--- config.mk ---
export PLATFORM = sky130hd
export DESIGN_NAME = i2s_tdm_tx
export DESIGN_NICKNAME = d
export VERILOG_FILES = /design/src/rtl/i2s_pkg.sv /design/src/rtl/i2s_frame_fifo.sv /design/src/rtl/i2s_tdm_tx.sv
export SDC_FILE = /design/constraint.sdc
export NUM_CORES = 1
export LEC_CHECK = 0
export CAP_MARGIN = 20
export CORE_ASPECT_RATIO = 1.1
export CORE_UTILIZATION = 43
export CTS_BUF_LIST = sky130_fd_sc_hd__clkbuf_4
export DETAILED_ROUTE_END_ITERATION = 16
export PLACE_DENSITY_LB_ADDON = 0.05
export SYNTH_ARGS = -nofsm -noshare
export SYNTH_HDL_FRONTEND = slang
export SYNTH_SLANG_ARGS = --single-unit
--- constraint.sdc ---
create_clock -name mclk -period 4.49 [get_ports mclk]
set_input_delay 1.347 -clock mclk [delete_from_list [all_inputs] [get_ports mclk]]
set_output_delay 1.347 -clock mclk [all_outputs]
set_load 0.05 [all_outputs]
--- src/rtl/i2s_pkg.sv ---
// Shared types and helpers for the I2S/TDM serial audio transmitter.
package i2s_pkg;
  typedef enum logic [1:0] {FMT_I2S = 2'd0, FMT_LJ = 2'd1, FMT_RJ = 2'd2} fmt_e;
  typedef enum logic {ST_IDLE = 1'b0, ST_RUN = 1'b1} state_e;

  // Slot bit index at which the sample MSB appears.
  function automatic int msb_offset(fmt_e fmt, int slot_width, int data_res);
    case (fmt)
      FMT_LJ:  return 0;
      FMT_RJ:  return slot_width - data_res;
      default: return 1;
    endcase
  endfunction

  // Mode code 3 is unassigned and falls back to I2S.
  function automatic fmt_e to_fmt(logic [1:0] mode);
    case (mode)
      2'd1:    return FMT_LJ;
      2'd2:    return FMT_RJ;
      default: return FMT_I2S;
    endcase
  endfunction
endpackage

--- src/rtl/i2s_frame_fifo.sv ---
// Synchronous frame FIFO with occupancy output; no read/write bypass.
module i2s_frame_fifo #(
  parameter int WIDTH = 48,
  parameter int DEPTH = 4
) (
  input  logic                       mclk,
  input  logic                       reset,
  input  logic                       push,
  input  logic [WIDTH-1:0]           wdata,
  input  logic                       pop,
  output logic [WIDTH-1:0]           rdata,
  output logic                       full,
  output logic                       empty,
  output logic [$clog2(DEPTH+1)-1:0] level
);
  localparam int AW = $clog2(DEPTH);
  localparam int LW = $clog2(DEPTH+1);

  logic [WIDTH-1:0] mem [DEPTH];
  logic [AW-1:0]    wptr, rptr;
  logic             do_push, do_pop;

  assign full    = (level == LW'(DEPTH));
  assign empty   = (level == '0);
  assign do_push = push && !full;
  assign do_pop  = pop && !empty;
  assign rdata   = mem[rptr];

  always_ff @(posedge mclk) begin
    if (reset) begin
      wptr  <= '0;
      rptr  <= '0;
      level <= '0;
    end else begin
      if (do_push) wptr <= wptr + 1'b1;
      if (do_pop)  rptr <= rptr + 1'b1;
      case ({do_push, do_pop})
        2'b10:   level <= level + 1'b1;
        2'b01:   level <= level - 1'b1;
        default: ;
      endcase
    end
  end

  always_ff @(posedge mclk)
    if (do_push) mem[wptr] <= wdata;
endmodule

--- src/rtl/i2s_tdm_tx.sv ---
// N-channel TDM/I2S serial transmitter driven by external SCLK-fall and frame-sync strobes.
module i2s_tdm_tx import i2s_pkg::*; #(
  parameter int DATA_RES   = 24,
  parameter int SLOT_WIDTH = 32,
  parameter int NUM_CH     = 2,
  parameter int FIFO_DEPTH = 4
) (
  input  logic                            mclk,
  input  logic                            reset,
  input  logic [1:0]                      i_mode,
  input  logic [NUM_CH*DATA_RES-1:0]      s_data,
  input  logic                            s_valid,
  output logic                            s_ready,
  input  logic                            next_sclk_fall,
  input  logic                            next_frame,
  output logic                            o_sdout,
  output logic                            o_underrun,
  output logic                            o_frame_err,
  output logic [$clog2(FIFO_DEPTH+1)-1:0] o_level
);
  localparam int FW = NUM_CH * DATA_RES;
  localparam int F  = NUM_CH * SLOT_WIDTH;
  localparam int PW = (F > 1) ? $clog2(F) : 1;

  state_e          state, state_n;
  logic            pend, err_done, start, adv, ovr;
  logic [PW-1:0]   pos;
  fmt_e            fmt_q;
  logic [FW-1:0]   shadow, head, head_or_zero;
  logic            full, empty;

  function automatic logic sel_bit(logic [FW-1:0] frame, fmt_e fmt, logic [PW-1:0] p);
    int c, b, k, idx;
    logic [FW-1:0] sh;
    c = int'(p) / SLOT_WIDTH;
    b = int'(p) % SLOT_WIDTH;
    k = msb_offset(fmt, SLOT_WIDTH, DATA_RES);
    if (b >= k && b < k + DATA_RES) begin
      idx = c * DATA_RES + DATA_RES - 1 - (b - k);
      sh  = frame >> idx;
      return sh[0];
    end
    return 1'b0;
  endfunction

  assign s_ready      = !reset && !full;
  assign head_or_zero = empty ? '0 : head;

  i2s_frame_fifo #(.WIDTH(FW), .DEPTH(FIFO_DEPTH)) u_fifo (
    .mclk  (mclk),
    .reset (reset),
    .push  (s_valid && s_ready),
    .wdata (s_data),
    .pop   (start),
    .rdata (head),
    .full  (full),
    .empty (empty),
    .level (o_level)
  );

  always_ff @(posedge mclk) begin
    if (reset) state <= ST_IDLE;
    else       state <= state_n;
  end

  // A pending frame sync, or one arriving with the strobe, starts the frame.
  always_comb begin
    state_n = state;
    start   = next_sclk_fall && (pend || next_frame);
    adv     = next_sclk_fall && !start && (state == ST_RUN);
    ovr     = adv && (pos == PW'(F-1));
    if (start) state_n = ST_RUN;
  end

  always_ff @(posedge mclk) begin
    if (reset) begin
      pend        <= 1'b0;
      pos         <= '0;
      fmt_q       <= FMT_I2S;
      shadow      <= '0;
      err_done    <= 1'b0;
      o_sdout     <= 1'b0;
      o_underrun  <= 1'b0;
      o_frame_err <= 1'b0;
    end else begin
      o_underrun  <= start && empty;
      o_frame_err <= ovr && !err_done;
      if (start)           pend <= 1'b0;
      else if (next_frame) pend <= 1'b1;
      if (start) begin
        pos      <= '0;
        fmt_q    <= to_fmt(i_mode);
        shadow   <= head_or_zero;
        err_done <= 1'b0;
        o_sdout  <= sel_bit(head_or_zero, to_fmt(i_mode), PW'(0));
      end else if (ovr) begin
        // Counter overran the frame: hold position and mute.
        o_sdout  <= 1'b0;
        err_done <= 1'b1;
      end else if (adv) begin
        pos     <= pos + 1'b1;
        o_sdout <= sel_bit(shadow, fmt_q, pos + 1'b1);
      end
    end
  end
endmodule

==> reports/metrics.cfg <==
[outcome]
outcome=complete, no violations

[sta]
tightest_slew_ns=0.726
relSlewSlack=0.516
tns_ns=0
finalHoldViolCount=0
rsz0062_at_grt=no
timing.fmax_mhz=266
holdWs_ns=0.441
worst_slack_ns=0.724
setup_viol=0
fin_crit_ns=3.77
fin_skew_ns=0.0230
timing.final.max_slew_violations=0
finalCritPeriodShare=0.839

[critical_path]
path_cells=clkdlybuf4s50_1 > a31oi_1 > buf_12
crit_path_end_kind=primary output
path_max_fanout=6
arrival_ns=2.42
start_kind=input pin
cp_slowest_cell=a31oi_1
slowest_delay_ns=0.44
crit_required_ns=3.14
crit_type=input pin to primary output

[route]
top_layer_used=met5
wl_met1_mm=8.67
ant_nets=0
num_vias=5474
dr.pass1.iters=6
detail_route.wl_per_cell_um=19.3
viasPerCell=5.27
drc=0
wl_met2_mm=10.1
routed_wl_mm=20.1
drtIter0Drc=199
dr_wl_met3_mm=1.03

[place]
pre_cts_ws_ns=0.683
gp_congestion=0.782
hpwl_mm=11.7
placed_area_sq_mm=0.0113
place_inst=912
numPortBuffers=61

[power_and_ir_drop]
powerDensity_mw_per_mm2=435
p_leak_nw=4.23
peakVddDrop_v=0.000224

[clock_network]
clockBufferDepth=3
clock-sinks=263
cts_setup_buffers=0
cts-root-buf=clkbuf_4
cts-hold-fix-buffers=0
numCtsBuffers=68
clk_latency_ns=0.63
cts_tree=done
cts.clk_slew.worst_paths_ns=0.06
cts_resized=0
h-tree-depth=3

[final_layout]
final_cell_count_no_fill=1038
layout_commonest_cell=edfxtp_1
syn_to_final_growth_pct=19.4
most-common-layout-cells=192 x edfxtp_1, 110 x clkbuf_4, 69 x dfxtp_1
num-nets-final=764
layout-drive-gt1-share=0.263
fin_area_sq_mm=0.0122

[floorplan]
io_pins=62
initial_core_util=0.443
rows=58
die_w_um=149
die_area_sq_mm=0.0245
core_area_sq_mm=0.0231
fp.dieH_um=164

[global_routing]
track_usage=0.176
grt_pass1_wl_mm=31.9
antenna_found_initial=2
grt_max_degree=49
grt_pass1_vias=5964
grt_overflow=0

[synth]
synth.avg_cell_area_sq_um=18.2
synth_top_area_share=0.562
ys.warnings.count=0
syn-num-nets=645
synth-edff-count=192
ys_ff_latch=263
ys.flop_type=edfxtp_1
ys_types=42
yosysTopAreaCell=edfxtp_1
async_flop_share=0
synthesis.instances=563
ys_seq_area_frac=0.701
synthTopCellsByArea=edfxtp_1 56%, dfxtp_1 14%, mux4_2 12%, a22o_1 4.0%, ha_1 3.1%
syn_area_sq_mm=0.0103

[min_path]
hp-class=flip-flop to flip-flop

[job]
drv_cap=0

==> synthesized netlist by cell type (all sizes together), types with 3 or more instances <==
library cell,n
clkbuf,15
nor2,28
a22o,47
inv,18
nand2,11
xnor2,9
mux4,62
nand3,8
and3,5
dfxtp,71
and2,3
edfxtp,192
xor2,7
a21oi,8
nor2b,4
nand2b,4
a211oi,3
buf,9
ha,25
o21ai,10
==> routing by layer <==
metal,up-vias,track usage
li1,2549,-
met1,2762,0.217
met2,137,0.292
met3,24,0.0511
met4,2,0.0696
met5,-,0
==> registers in the layout, summed over array words and instances, names as in the netlist, named ones only <==
| register | cells |
|---|---|
| o_sdout | 1 |
| u_fifo.wptr | 2 |
| state | 1 |
| u_fifo.level | 3 |
| fmt_q | 2 |
| err_done | 1 |
| o_underrun | 1 |
| u_fifo.rptr | 2 |
| pend | 1 |
| pos | 6 |
| shadow | 48 |
| o_frame_err | 1 |
| u_fifo.mem | 192 |
==> layout make-up <==
class                   count  area (sq um)
repair buffers             73           761
multi-input cells         258          2910
clock buffers             110           826
flip-flops and latches    263          7190
diodes                      1          2.50
inverters                  18          67.6
fillers                  1941         10900
well taps                 300           375
clock inverters            15           109
==> worst paths after layout <==
path | from | depth (start not counted) | slack (ns) | endpoint
worst min-delay path | err_done | 1 | 0.44 | o_frame_err
worst max-delay path | reset | 3 | 0.72 | s_ready
worst min register to register | err_done | 1 | 0.44 | o_frame_err
worst max register to register | pos[2] | 15 | 0.93 | o_sdout
==> power by group <==
group	total (mW)	leakage [nW]	switching [mW]	internal (mW)
clock	2.14	0.560	0.920	1.22
sequential	2.75	2.32	0.0517	2.70
combinational	0.440	1.35	0.216	0.223
==> cells by family (layout without fill, tap and decap cells) <==
kind of cell,count (synthesis),in the layout,share of synthesized area
mux,63,63,0.139
simple gates,73,73,0.0344
fa+ha+maj,27,27,0.0344
xor+xnor,16,16,0.0144
flops,263,263,0.701
buf+inv,42,216,0.0167
compound gates,79,79,0.0598
other cells,0,1,0
==> metrics by stage <==
| stage | total power [mW] | utilization |
|---|---|---|
| 2_1_floorplan | 3.07 | - |
| 3_3_place_gp | 3.24 | 0.489 |
| 3_5_place_dp | 3.25 | 0.489 |
| 4_1_cts | 5.44 | 0.529 |
| 5_1_grt | 5.61 | 0.529 |
| 6_report | 5.33 | 0.529 |
==> critical path: cells and delay by family <==
kind / cells / cell delay, ns
buffers and inverters: 2 / 0.63
AO/OA/AOI/OAI: 1 / 0.44
Note: power is estimated with default switching activity, not from simulation.
